==> src/rtl/fetch_sequencer.sv <==
// Instruction fetch sequencer: one outstanding imem read at a time, a 2-entry
// instruction queue, and redirect/exception handling that kills an in-flight read.
module fetch_sequencer #(
  parameter logic [31:0] RESET_ADDR = 32'h0000_3000,
  parameter logic [31:0] EXC_ADDR   = 32'h0000_4180
) (
  input  logic        clk,
  input  logic        rst,
  input  logic        stall,
  input  logic        redirect_valid,
  input  logic [31:2] redirect_pc,
  input  logic        exc_valid,
  output logic        imem_req,
  output logic [31:2] imem_addr,
  input  logic        imem_ack,
  input  logic [31:0] imem_rdata,
  output logic        inst_valid,
  output logic [31:0] inst,
  output logic [31:2] inst_pc,
  output logic [31:2] pc
);

  typedef enum logic [1:0] {IDLE = 2'd0, FETCH = 2'd1, KILL = 2'd2} state_t;

  state_t      state_q, state_d;
  logic [31:2] pc_d;
  logic [31:2] tgt_q, tgt_d;
  logic [31:2] target;
  logic        pend_q, pend_d;
  logic [1:0]  count_q, count_after_pop;
  logic [31:0] q_data [2];
  logic [31:2] q_pc   [2];
  logic        flush, pop, push, wr_idx;

  // Exception outranks redirect; either one empties the queue.
  assign flush  = exc_valid | redirect_valid;
  assign target = exc_valid ? EXC_ADDR[31:2] : redirect_pc;

  assign pop             = inst_valid & ~stall;
  assign count_after_pop = count_q - {1'b0, pop};
  assign wr_idx          = count_after_pop[0];

  assign imem_addr  = pc;
  assign inst_valid = (count_q != 2'd0);
  assign inst       = q_data[0];
  assign inst_pc    = q_pc[0];

  always_comb begin
    // NOTE: every output of this block gets a default first so no path can infer a latch.
    state_d  = state_q;
    pc_d     = pc;
    tgt_d    = tgt_q;
    pend_d   = pend_q;
    push     = 1'b0;
    imem_req = 1'b0;
    case (state_q)
      IDLE: begin
        state_d = FETCH;
        if (flush) pc_d = target;
      end
      FETCH: begin
        imem_req = pend_q | (count_after_pop <= 2'd1);
        if (flush) begin
          if (imem_req && !imem_ack) begin
            // The read already on the bus must complete before pc may move.
            tgt_d   = target;
            pend_d  = 1'b1;
            state_d = KILL;
          end else begin
            pc_d   = target;
            pend_d = 1'b0;
          end
        end else if (imem_req && imem_ack) begin
          push   = 1'b1;
          pc_d   = pc + 30'd1;
          pend_d = 1'b0;
        end else begin
          pend_d = imem_req;
        end
      end
      KILL: begin
        imem_req = 1'b1;
        if (flush) tgt_d = target;
        if (imem_ack) begin
          pc_d    = flush ? target : tgt_q;
          pend_d  = 1'b0;
          state_d = FETCH;
        end
      end
      default: state_d = IDLE;
    endcase
  end

  always_ff @(posedge clk or posedge rst) begin
    // NOTE: state registers use non-blocking assignments so all flops update together.
    if (rst) begin
      state_q <= IDLE;
      pc      <= RESET_ADDR[31:2];
      tgt_q   <= '0;
      pend_q  <= 1'b0;
    end else begin
      state_q <= state_d;
      pc      <= pc_d;
      tgt_q   <= tgt_d;
      pend_q  <= pend_d;
    end
  end

  always_ff @(posedge clk or posedge rst) begin
    if (rst) begin
      // NOTE: the queue slots are reset, unlike a RAM, because inst/inst_pc must read zero in reset.
      count_q <= 2'd0;
      for (int i = 0; i < 2; i++) begin
        q_data[i] <= '0;
        q_pc[i]   <= '0;
      end
    end else if (flush) begin
      count_q <= 2'd0;
    end else begin
      if (pop) begin
        q_data[0] <= q_data[1];
        q_pc[0]   <= q_pc[1];
      end
      // A push lands behind whatever survives this cycle's pop.
      if (push) begin
        q_data[wr_idx] <= imem_rdata;
        q_pc[wr_idx]   <= pc;
      end
      count_q <= count_after_pop + {1'b0, push};
    end
  end

  a_req_hold: assert property (@(posedge clk) disable iff (rst)
    imem_req && !imem_ack |=> imem_req && $stable(imem_addr));

  a_no_overflow: assert property (@(posedge clk) disable iff (rst)
    push |-> count_after_pop != 2'd2);

endmodule

==> config.mk <==
export PLATFORM = sky130hd
export DESIGN_NAME = fetch_sequencer
export DESIGN_NICKNAME = d
export VERILOG_FILES = /design/src/rtl/fetch_sequencer.sv
export SDC_FILE = /design/constraint.sdc
export NUM_CORES = 1
export LEC_CHECK = 0
export ABC_AREA = 0
export BUFFER_PORTS_ARGS = -buffer_cell sky130_fd_sc_hd__buf_2
export CAP_MARGIN = 10
export CORE_MARGIN = 1
export CORE_UTILIZATION = 35
export DETAILED_ROUTE_END_ITERATION = 7
export SYNTH_ARGS = -nofsm -noshare
export SYNTH_HDL_FRONTEND = slang
export SYNTH_SLANG_ARGS = --single-unit
==> constraint.sdc <==
create_clock -name clk -period 10.3 [get_ports clk]
set_clock_uncertainty 0.15 [all_clocks]
set_input_delay 0 -clock clk [delete_from_list [all_inputs] [get_ports clk]]
set_output_delay 0 -clock clk [all_outputs]
set_load 0.01 [all_outputs]
* After elaboration in Yosys (flattened, before gate mapping)
Index checks and enable logic that the tools add are counted. W data, S select, Z words.
Word-level totals: bits of input ports 68, register bits 189, output and inout port bits 124
Operators by class: reductions and logical operators 13, order comparisons 3, equal/unequal tests 8, add/subtract/negate cells 3, bitwise gates (word level) 6, mux-type cells 37
Operators with widths (number):
- $mux W30 | 12
- $mux W32 | 3
- $pmux W30 S3 | 1
- $bwmux W64 | 1
- $mux W64 | 1
- $bwmux W60 | 1
- $mux W60 | 1
- $pmux W30 S2 | 1
- $demux W32 S1 | 1
- $add A30 B1 Y30 const B | 1
- $demux W30 S1 | 1
- $mux W2 | 4
- $ne A2 B2 Y1 const B | 4
- $mux W1 | 7
- $ne A3 B3 Y1 const B | 2
- $pmux W2 S3 | 1
- $reduce_and A3 Y1 | 2
- $reduce_and A5 Y1 | 1
- $pmux W1 S2 | 2
- $reduce_and A2 Y1 | 2
- $reduce_bool A2 Y1 | 2
- $logic_and A1 B1 Y1 | 3
- $reduce_bool A3 Y1 | 1
- $add A2 B1 Y2 | 1
- 12 further kinds | 14

* Depth between registers and ports, before layout
Gate-level depths: netlist (run 1).
depth after elaboration 11, depth in mapped cells 12

* Worst setup path after synthesis (run 1)
OpenSTA, ideal clock, no wires.
kind register -> register, start point register count_q[1], end point register with a tool-made name, arrival 2.368 ns, clock period less this slack 2.642 ns, stages on the path, launching flop included 12, buffers on the path 2, slack 7.658 ns, cells stage by stage dfrtp_1 > or2_2 > nand2b_1 > inv_1 > ha_1 > xor2_1 > nand2b_1 > and3_1 > nand2_1 > buf_4 > buf_4 > mux2_2
RTL lines:
- start, declared | line 30 | logic [1:0] count_q, count_after_pop;
- start signal, assigned | line 129 | count_q <= count_after_pop + {1'b0, push};

* Final worst setup path (run 1)
start point register state_q[1], end point register pc, in the netlist imem_addr[29]
On the way: word-level cells in the longest chain between the ends 3, elaborated cells on any way between the ends 10, classes of those cells 6 x eq/ne; 1 x mux; 3 x reduce/logical
RTL lines:
- start, declared | line 25 | state_t state_q, state_d;
- start signal, assigned | line 102 | state_q <= state_d;
- $eq A2 B1 Y1 (tied with other cells) | line 56 | case (state_q)
- $ne A3 B3 Y1 (no line) (tied with other cells)
- $reduce_and A5 Y1 (no line)
- end signal, assigned | line 98 | pc <= RESET_ADDR[31:2];
- end signal, assigned | line 103 | pc <= pc_d;
- end, declared | line 20 | output logic [31:2] pc
Several ways; a longest one is shown, not always the timed one. A chain may end at the register's enable or synchronous reset.

==> results by group, run 1 <==
Timing
  • RSZ-0062 raised after global routing: false
  • WHS: 110 ps
  • Measured slew at the worst slew-check pin: 1100 ps
  • Slew Limit Headroom: 26.2%
  • Fin. max-slew vios: 0
  • Final setup fails: 0
  • Period utilization: 39.4%
  • Tmin final: 4060 ps
  • Final hold viol count: 0
  • Total negative slack: 0 ps
  • Peak Freq: 246 MHz

Die
  • Die width: 173 um
  • I/O pins: 192
  • Core box area: 28700 um2
  • Chip height: 173 um
  • Row count: 62
  • Starting Density: 35.5%
  • Die Area: 29800 um2

Clock tree
  • H-Tree Level Count: 4
  • Clock Path Buffers: 2
  • CTS root buffer: clkbuf_16
  • Num CTS Buffers: 17
  • Clock latency at the later pin of the worst-skew pair: 440 ps
  • Clock Sinks: 189
  • Cts repair resizes: 0
  • CTS tree: done
  • Reg clk slew, reported paths: 80 ps

Cells and area
  • Most common cell after layout, fill and taps aside: buf_2
  • Layout cells sized above 1: 27.7%
  • Layout net count: 1217
  • Design area: 11900 um2
  • Commonest cells after routing, fill and taps aside: buf_2, dfrtp_1, a21oi_1
  • N_diodes: 0
  • Area growth syn-to-layout: 16.7%

Synthesis
  • Synthesis warning total: 0
  • Post-synthesis cell area: 10200 um2
  • Unique cell type count in the Yosys netlist: 69
  • Seq cells post-synth: 189
  • EDFF count, synth: 0
  • Top FF cell, synth: dfrtp_1
  • Syn Inst Count: 1029
  • Post-synth ARST share: 100%
  • Avg Cell Area, Syn: 9.91 um2
  • Seq/Total Area, Yosys: 46.4%
  • Syn_nets: 1104

Power
  • Pleak: 5.61 nW
  • Peak VDD IR: 0.153 mV
  • Pint: 1.85 mW
  • Power share of the sequential group: 38.4%
  • Clock share of power: 20.3%
  • Switching share of power: 42.8%
  • NetSw: 1.38 mW
  • Logic pwr share: 41.3%
  • Pwr/cell area: 272 nW/um2

Placed design
  • # port buffers: 191
  • Cell Area, Placed: 10700 um2
  • Hpwl dp: 18800 um
  • Placer Congestion: 0.832

Global route
  • Grt ovf: 0
  • Largest net degree at the start of global routing: 117
  • Initial antenna violation count: 1
  • Total track usage: 20.0%
  • Vias in the first global route: 8121
  • First-pass GRT wire length: 47100 um

Worst setup path
  • Crit path required time: 10540 ps
  • CP Data Arrival Time: 4300 ps
  • CP Launch Type: flop
  • CP Max Fanout: 29
  • Worst setup EP type: flop
  • Crit path kind: flop to flop

Status
  • Outcome: complete, no violations

Worst hold path
  • Hold Crit Class: input port to flop

Route
  • Post-DRT Antenna Nets: 0
  • DRC: 0
  • Routed WL: 29900 um
  • 1st-iter DRT viols: 752
  • Mean routed wirelength per cell: 19.5 um
  • Drt pass-1 iters: 5
  • DR vias: 8382
  • Vias per std cell: 5.45

Run
  • Max Cap Viol: 0
-- worst paths after layout --
kind                             from             to  slack (ps)  depth (start not counted)
setup / recovery           state_q[1]  imem_addr[29]        6240                          8
hold / removal              exc_valid  imem_addr[22]         110                          2
setup reg to reg           state_q[1]  imem_addr[29]        6240                          8
hold reg to reg                  flop           flop         340                          2
max in group asynchronous         rst     state_q[0]        8380                          4
min in group asynchronous         rst       inst[14]         130                          3
-- power by group through the flow --
| stage | Combinational, mW | Sequential [mW] | Clock [mW] |
|---|---|---|---|
| 2_1_floorplan | 1.12 | 1.16 | 0 |
| 3_3_place_gp | 1.29 | 1.25 | 0 |
| 3_5_place_dp | 1.30 | 1.26 | 0 |
| 4_1_cts | 1.32 | 1.24 | 0.671 |
| 5_1_grt | 1.46 | 1.28 | 0.703 |
| 6_report | 1.33 | 1.24 | 0.656 |
-- kinds of logic after synthesis --
group	share of synthesized area (%)
xor+xnor	1.20
simple gates	10.7
mux	8.35
fa+ha+maj	0.859
flops	46.4
buf+inv	11.3
compound gates	21.1
-- Yosys cell counts (7+ instances only) --
master	count	area (um2)
a21oi_1	98	490
nor3_1	9	45.0
dfrtp_1	187	4680
mux2_2	64	721
buf_2	36	180
mux2i_1	13	130
a31oi_1	8	50.1
inv_1	18	67.6
o21ai_0	45	225
xnor2_1	10	87.6
clkbuf_1	32	120
ha_1	7	87.6
o31ai_1	13	97.6
a22o_1	37	324
nor2_1	97	364
a22oi_1	13	97.6
o22ai_1	63	394
nand2_1	42	158
buf_4	100	751
nand3_1	16	80.1
-- layout make-up --
type                    count  area [um2]
repair buffers            266        1680
clock inverters            14         145
fillers                  2838       16800
well taps                 384         480
flip-flops and latches    189        4730
multi-input cells         649        4350
clock buffers              18         429
inverters                  19        78.8
-- metal layers --
metal  vias to the layer above  share of wire [%]  global-route usage, %
met5                         -                  0                      0
li1                       3875                  -                      -
met4                         0                1.4                   5.94
met2                       360                 43                   28.9
met1                      4118                 50                   30.4
met3                        29                6.2                   3.17
-- worst max-delay path, cell delays in order, from the launching register on --
cell     delay, ps
dfrtp_1        420
inv_1           90
ha_1           970
inv_1          700
nor2_1         970
a22o_1         240
a22oi_1         70
o32ai_1        270
a21o_1         110
-- per-stage QoR --
step | instances | worst slack [ps] | power, mW | util [%]
after detailed placement | 1442 | 6300 | 2.55 | 37.2
final | 1539 | 6240 | 3.23 | 41.4
after global routing | 1539 | 5960 | 3.44 | 41.4
after global placement | 1442 | 6340 | 2.53 | 37.2
after CTS | 1539 | 6310 | 3.24 | 41.4
after floorplan | 1029 | 5010 | 2.28 | -
-- what timing repair did --
action | in CTS | in global routing
setup buffers | 0 | 0
endpoints found under the hold margin | 238 | 0
hold buffers | 65 | 0
No activity file was read; power rests on OpenSTA's default activity.
==> run 2, diff against run 1 <==
==> constraint.sdc (replaced) <==
create_clock -name clk -period 3.3 [get_ports clk]
set_clock_uncertainty 0.15 [all_clocks]
set_input_delay 0 -clock clk [delete_from_list [all_inputs] [get_ports clk]]
set_output_delay 0 -clock clk [all_outputs]
set_load 0.01 [all_outputs]
==> results by group, run 2 (same netlist as run 1, synthesis figures left out) <==
Status
  • Outcome: complete, no violations

Cells and area
  • Layout net count: 1232
  • Area growth syn-to-layout: 18.4%
  • Commonest cells after routing, fill and taps aside: buf_2, dfrtp_1, a21oi_1
  • N_diodes: 0
  • Layout cells sized above 1: 28.6%
  • Most common cell after layout, fill and taps aside: buf_2
  • Core Util, Final: 42.1%

Timing
  • RSZ-0062 raised after global routing: false
  • Tmin final: 3010 ps
  • Peak Freq: 333 MHz
  • Slew Limit Headroom: 52.0%
  • Final WS setup: 294 ps
  • Final setup fails: 0
  • Fin. max-slew vios: 0
  • Period utilization: 91.1%
  • Measured slew at the worst slew-check pin: 720 ps
  • WHS: 47.8 ps
  • Total negative slack: 0 ps
  • Final hold viol count: 0

Power
  • Pleak: 5.70 nW
  • Pwr/cell area: 837 nW/um2
  • Peak VDD IR: 0.401 mV
  • Total power draw: 10.1 mW

Global route
  • First-pass GRT wire length: 45800 um
  • Largest net degree at the start of global routing: 102
  • Total track usage: 19.5%
  • Initial antenna violation count: 0
  • Vias in the first global route: 7821
  • Grt ovf: 0

Placed design
  • Worst Setup Slack post-DPL: 329 ps
  • # port buffers: 191
  • Hpwl dp: 19300 um
  • Placer Congestion: 0.818

Die
  • Core box area: 28700 um2
  • Row count: 62
  • Die Area: 29800 um2
  • Die width: 173 um
  • Chip height: 173 um
  • I/O pins: 192
  • Starting Density: 35.5%

Worst setup path
  • Crit path required time: 3490 ps
  • Crit path kind: flop to flop
  • Crit path max-delay cell type: dfrtp_1
  • CP Max Fanout: 35
  • Reg2reg start: count_q[1]
  • Worst setup EP type: flop
  • Cells on worst reg2reg path: 11
  • Cell repeated most along the worst path: nand2b_1
  • RR Endpoint: imem_addr[9]
  • CP Launch Type: flop
  • Cell Chain, Critical Path: or2_2 -> nand2b_1 -> inv_1 -> ha_1 -> xor2_1 -> nand2b_1 -> o21ai_2 -> a21o_1 -> buf_12 -> nor2_1 -> a22o_1
  • Critical path's largest stage delay: 410 ps
  • Reg-to-reg slack, setup: 290 ps
  • CP Data Arrival Time: 3200 ps

Clock tree
  • CTS tree: done
  • Clock Path Buffers: 2
  • Clock Sinks: 189
  • Cts repair resizes: 0
  • Num CTS Buffers: 17
  • Reg clk slew, reported paths: 80 ps
  • CTS root buffer: clkbuf_16
  • Hold buffer count at CTS: 65
  • H-Tree Level Count: 4
  • Clock latency at the later pin of the worst-skew pair: 450 ps
  • Post-CTS setup buffer count: 0

Route
  • Vias per std cell: 5.37
  • Post-DRT Antenna Nets: 0
  • Drt pass-1 iters: 5
  • Mean routed wirelength per cell: 18.7 um
  • 1st-iter DRT viols: 650
  • Routed WL: 29000 um
  • DR vias: 8349
  • DRC: 0

Run
  • Max Cap Viol: 0

Worst hold path
  • Beginning of the worst hold path: redirect_valid
  • Hold Crit Depth: 3
  • Hold EP: imem_addr[22]
  • Hold Crit Class: input port to flop
## run 2: area by class of cell
type	count	area [um2]
clock inverter	12	103
fill	2799	16600
sequential	189	4730
multi-input combinational	649	4350
tap	384	480
clock buffer	20	457
inverter	19	75.1
timing repair buffer	281	1880
## run 2: through the flow
stage / std cells / area (um2)
floorplan: 1029 / 10200
global placement: 1457 / 10900
detailed placement: 1457 / 10900
CTS: 1554 / 12100
global route: 1554 / 12100
finish: 1554 / 12100
## run 2: critical path, delay by kind of cell (launching register included)
kind | cells | cell delay [ps]
flip-flops | 1 | 410
buffers and inverters | 2 | 340
adder cells (fa/ha/maj) | 1 | 220
AO/OA/AOI/OAI | 3 | 840
AND/OR/NAND/NOR | 4 | 710
XOR/XNOR | 1 | 230
## run 2: how the worst max path moves through the flow
| stage | start | to | slack (ps) | cells past startpoint |
|---|---|---|---|---|
| floorplan | count_q[1] | flop | 660 | 11 |
| global placement | count_q[1] | imem_addr[9] | 410 | 11 |
| detailed placement | count_q[1] | imem_addr[9] | 330 | 11 |
| CTS | count_q[1] | imem_addr[9] | 320 | 11 |
| global route | count_q[1] | imem_addr[9] | 110 | 11 |
| finish | count_q[1] | imem_addr[9] | 290 | 11 |
## run 2: layer usage
metal	routed length, um	track usage [%]	vias to the layer above
li1	-	-	3913
met1	14500	29.4	4096
met2	12500	28.3	300
met3	1430	3.03	40
met4	597	6.75	0
met5	0	0	-
## run 2: power by group
part	internal (mW)	switching (mW)	leakage [nW]
clock network	1.03	0.969	0.275
registers	3.07	0.774	2.44
logic	1.80	2.46	2.98
total	5.90	4.20	5.70
==> run 3, diff against run 2 <==
--- a/config.mk
+++ b/config.mk
@@ -9,8 +9,9 @@
 export BUFFER_PORTS_ARGS = -buffer_cell sky130_fd_sc_hd__buf_2
 export CAP_MARGIN = 10
 export CORE_MARGIN = 1
-export CORE_UTILIZATION = 35
+export CORE_UTILIZATION = 44
 export DETAILED_ROUTE_END_ITERATION = 7
+export PLACE_DENSITY = 0.68
 export SYNTH_ARGS = -nofsm -noshare
 export SYNTH_HDL_FRONTEND = slang
 export SYNTH_SLANG_ARGS = --single-unit
==> results by group, run 3 (same netlist as run 1, synthesis figures left out) <==
Clock tree
  • Clock Sinks: 189
  • Clock latency at the later pin of the worst-skew pair: 440 ps
  • CTS tree: done
  • Num CTS Buffers: 17
  • Reg clk slew, reported paths: 70 ps
  • Cts repair resizes: 0
  • CTS root buffer: clkbuf_16
  • H-Tree Level Count: 4
  • Clock Path Buffers: 2

Die
  • Die Area: 23800 um2
  • Chip height: 154 um
  • Core box area: 22700 um2
  • Starting Density: 44.9%
  • I/O pins: 192
  • Die width: 154 um
  • Row count: 55

Timing
  • Tmin final: 2910 ps
  • Slew Limit Headroom: 56.4%
  • Final setup fails: 0
  • Final hold viol count: 0
  • RSZ-0062 raised after global routing: false
  • Period utilization: 88.0%
  • Total negative slack: 0 ps
  • WHS: 87.3 ps
  • Fin. max-slew vios: 0
  • Final WS setup: 395 ps
  • Peak Freq: 344 MHz
  • Measured slew at the worst slew-check pin: 655 ps

Route
  • DR vias: 8418
  • Vias per std cell: 5.78
  • Routed WL: 27700 um
  • Mean routed wirelength per cell: 19.0 um
  • 1st-iter DRT viols: 720
  • Post-DRT Antenna Nets: 0
  • Drt pass-1 iters: 5
  • DRC: 0

Run
  • Max Cap Viol: 0

Global route
  • Global route hottest layer: met2
  • Grt met3 use: 3.22%
  • Met1 GRT Util: 35.3%
  • Largest net degree at the start of global routing: 86
  • Grt ovf: 0
  • Total track usage: 23.7%
  • First-pass GRT wire length: 44200 um
  • Vias in the first global route: 7879
  • Initial antenna violation count: 0
  • GRT met2 Usage: 35.4%

Worst setup path
  • Crit path kind: flop to flop
  • Reg2reg start: count_q[1]
  • Crit path required time: 3490 ps
  • CP Data Arrival Time: 3090 ps
  • CP Max Fanout: 44
  • Reg-to-reg slack, setup: 390 ps
  • CP Launch Type: flop
  • RR Endpoint: imem_addr[31]
  • Cells on worst reg2reg path: 11
  • Worst setup EP type: flop

Placed design
  • # port buffers: 191
  • Hpwl dp: 18500 um
  • Placer Congestion: 0.874
  • Worst Setup Slack post-DPL: 417 ps

Worst hold path
  • Hold Crit Depth: 2
  • Beginning of the worst hold path: exc_valid
  • Hold EP: imem_addr[22]
  • Hold Crit Class: input port to flop

Cells and area
  • Core Util, Final: 52.9%
  • Layout cells sized above 1: 28.8%
  • Commonest cells after routing, fill and taps aside: buf_2, dfrtp_1, a21oi_1
  • Area growth syn-to-layout: 17.8%
  • Most common cell after layout, fill and taps aside: buf_2
  • N_diodes: 0
  • Layout net count: 1234

Power
  • Pleak: 5.70 nW
  • Pwr/cell area: 847 nW/um2
  • Peak VDD IR: 0.362 mV
  • Total power draw: 10.2 mW

Status
  • Outcome: complete, no violations
[run 3: power by group]
part | total, mW | internal, mW | switching (mW) | leakage (nW)
Clock | 2.05 | 1.02 | 1.03 | 0.286
Sequential | 3.85 | 3.07 | 0.781 | 2.44
Combinational | 4.27 | 1.78 | 2.48 | 2.97
Total | 10.2 | 5.88 | 4.29 | 5.70
[run 3: worst max path at each step]
stage                     from       endpoint  slack (ps)
floorplan           count_q[1]           flop         660
global placement    count_q[1]  imem_addr[24]         490
detailed placement  count_q[1]           flop         420
CTS                 count_q[1]  imem_addr[24]         400
global route        count_q[1]  imem_addr[31]         230
finish              count_q[1]  imem_addr[31]         390
[run 3: stage by stage]
| step | cell area, um2 | instances |
|---|---|---|
| after detailed placement | 10700 | 1359 |
| after CTS | 12000 | 1457 |
| after floorplan | 10200 | 1029 |
| after global routing | 12000 | 1457 |
| final | 12000 | 1457 |
| after global placement | 10700 | 1359 |
[run 3: what timing repair did]
action | 4_1_cts | 5_1_grt
hold buffers | 66 | 0
buffers inserted | 0 | 0
hold endpoints to repair | 313 | 0
endpoints found under the setup margin | 0 | 0
[run 3: final cells by class]
class	instances	area (um2)
flip-flops and latches	189	4730
fillers	2024	10700
multi-input cells	649	4340
inverters	19	75.1
repair buffers	283	1900
clock buffers	17	425
clock inverters	15	176
well taps	285	357
[run 3: worst max-delay path, cell delays in order, from the launching register on]
cell and delay, ps:
dfrtp_1 420, or2_2 300, nand2b_1 140, inv_1 90
ha_1 220, xor2_1 230, nand2b_1 220, o21ai_2 270
a21o_1 190, buf_12 220, o21ai_0 130, a32oi_1 230
[run 3: routing by layer]
| layer | wire (um) | up-vias | share of wire, % |
|---|---|---|---|
| li1 | - | 3928 | - |
| met1 | 13200 | 4091 | 48 |
| met2 | 12300 | 358 | 44 |
| met3 | 1690 | 41 | 6.1 |
| met4 | 604 | 0 | 2.2 |
| met5 | 0 | - | 0 |
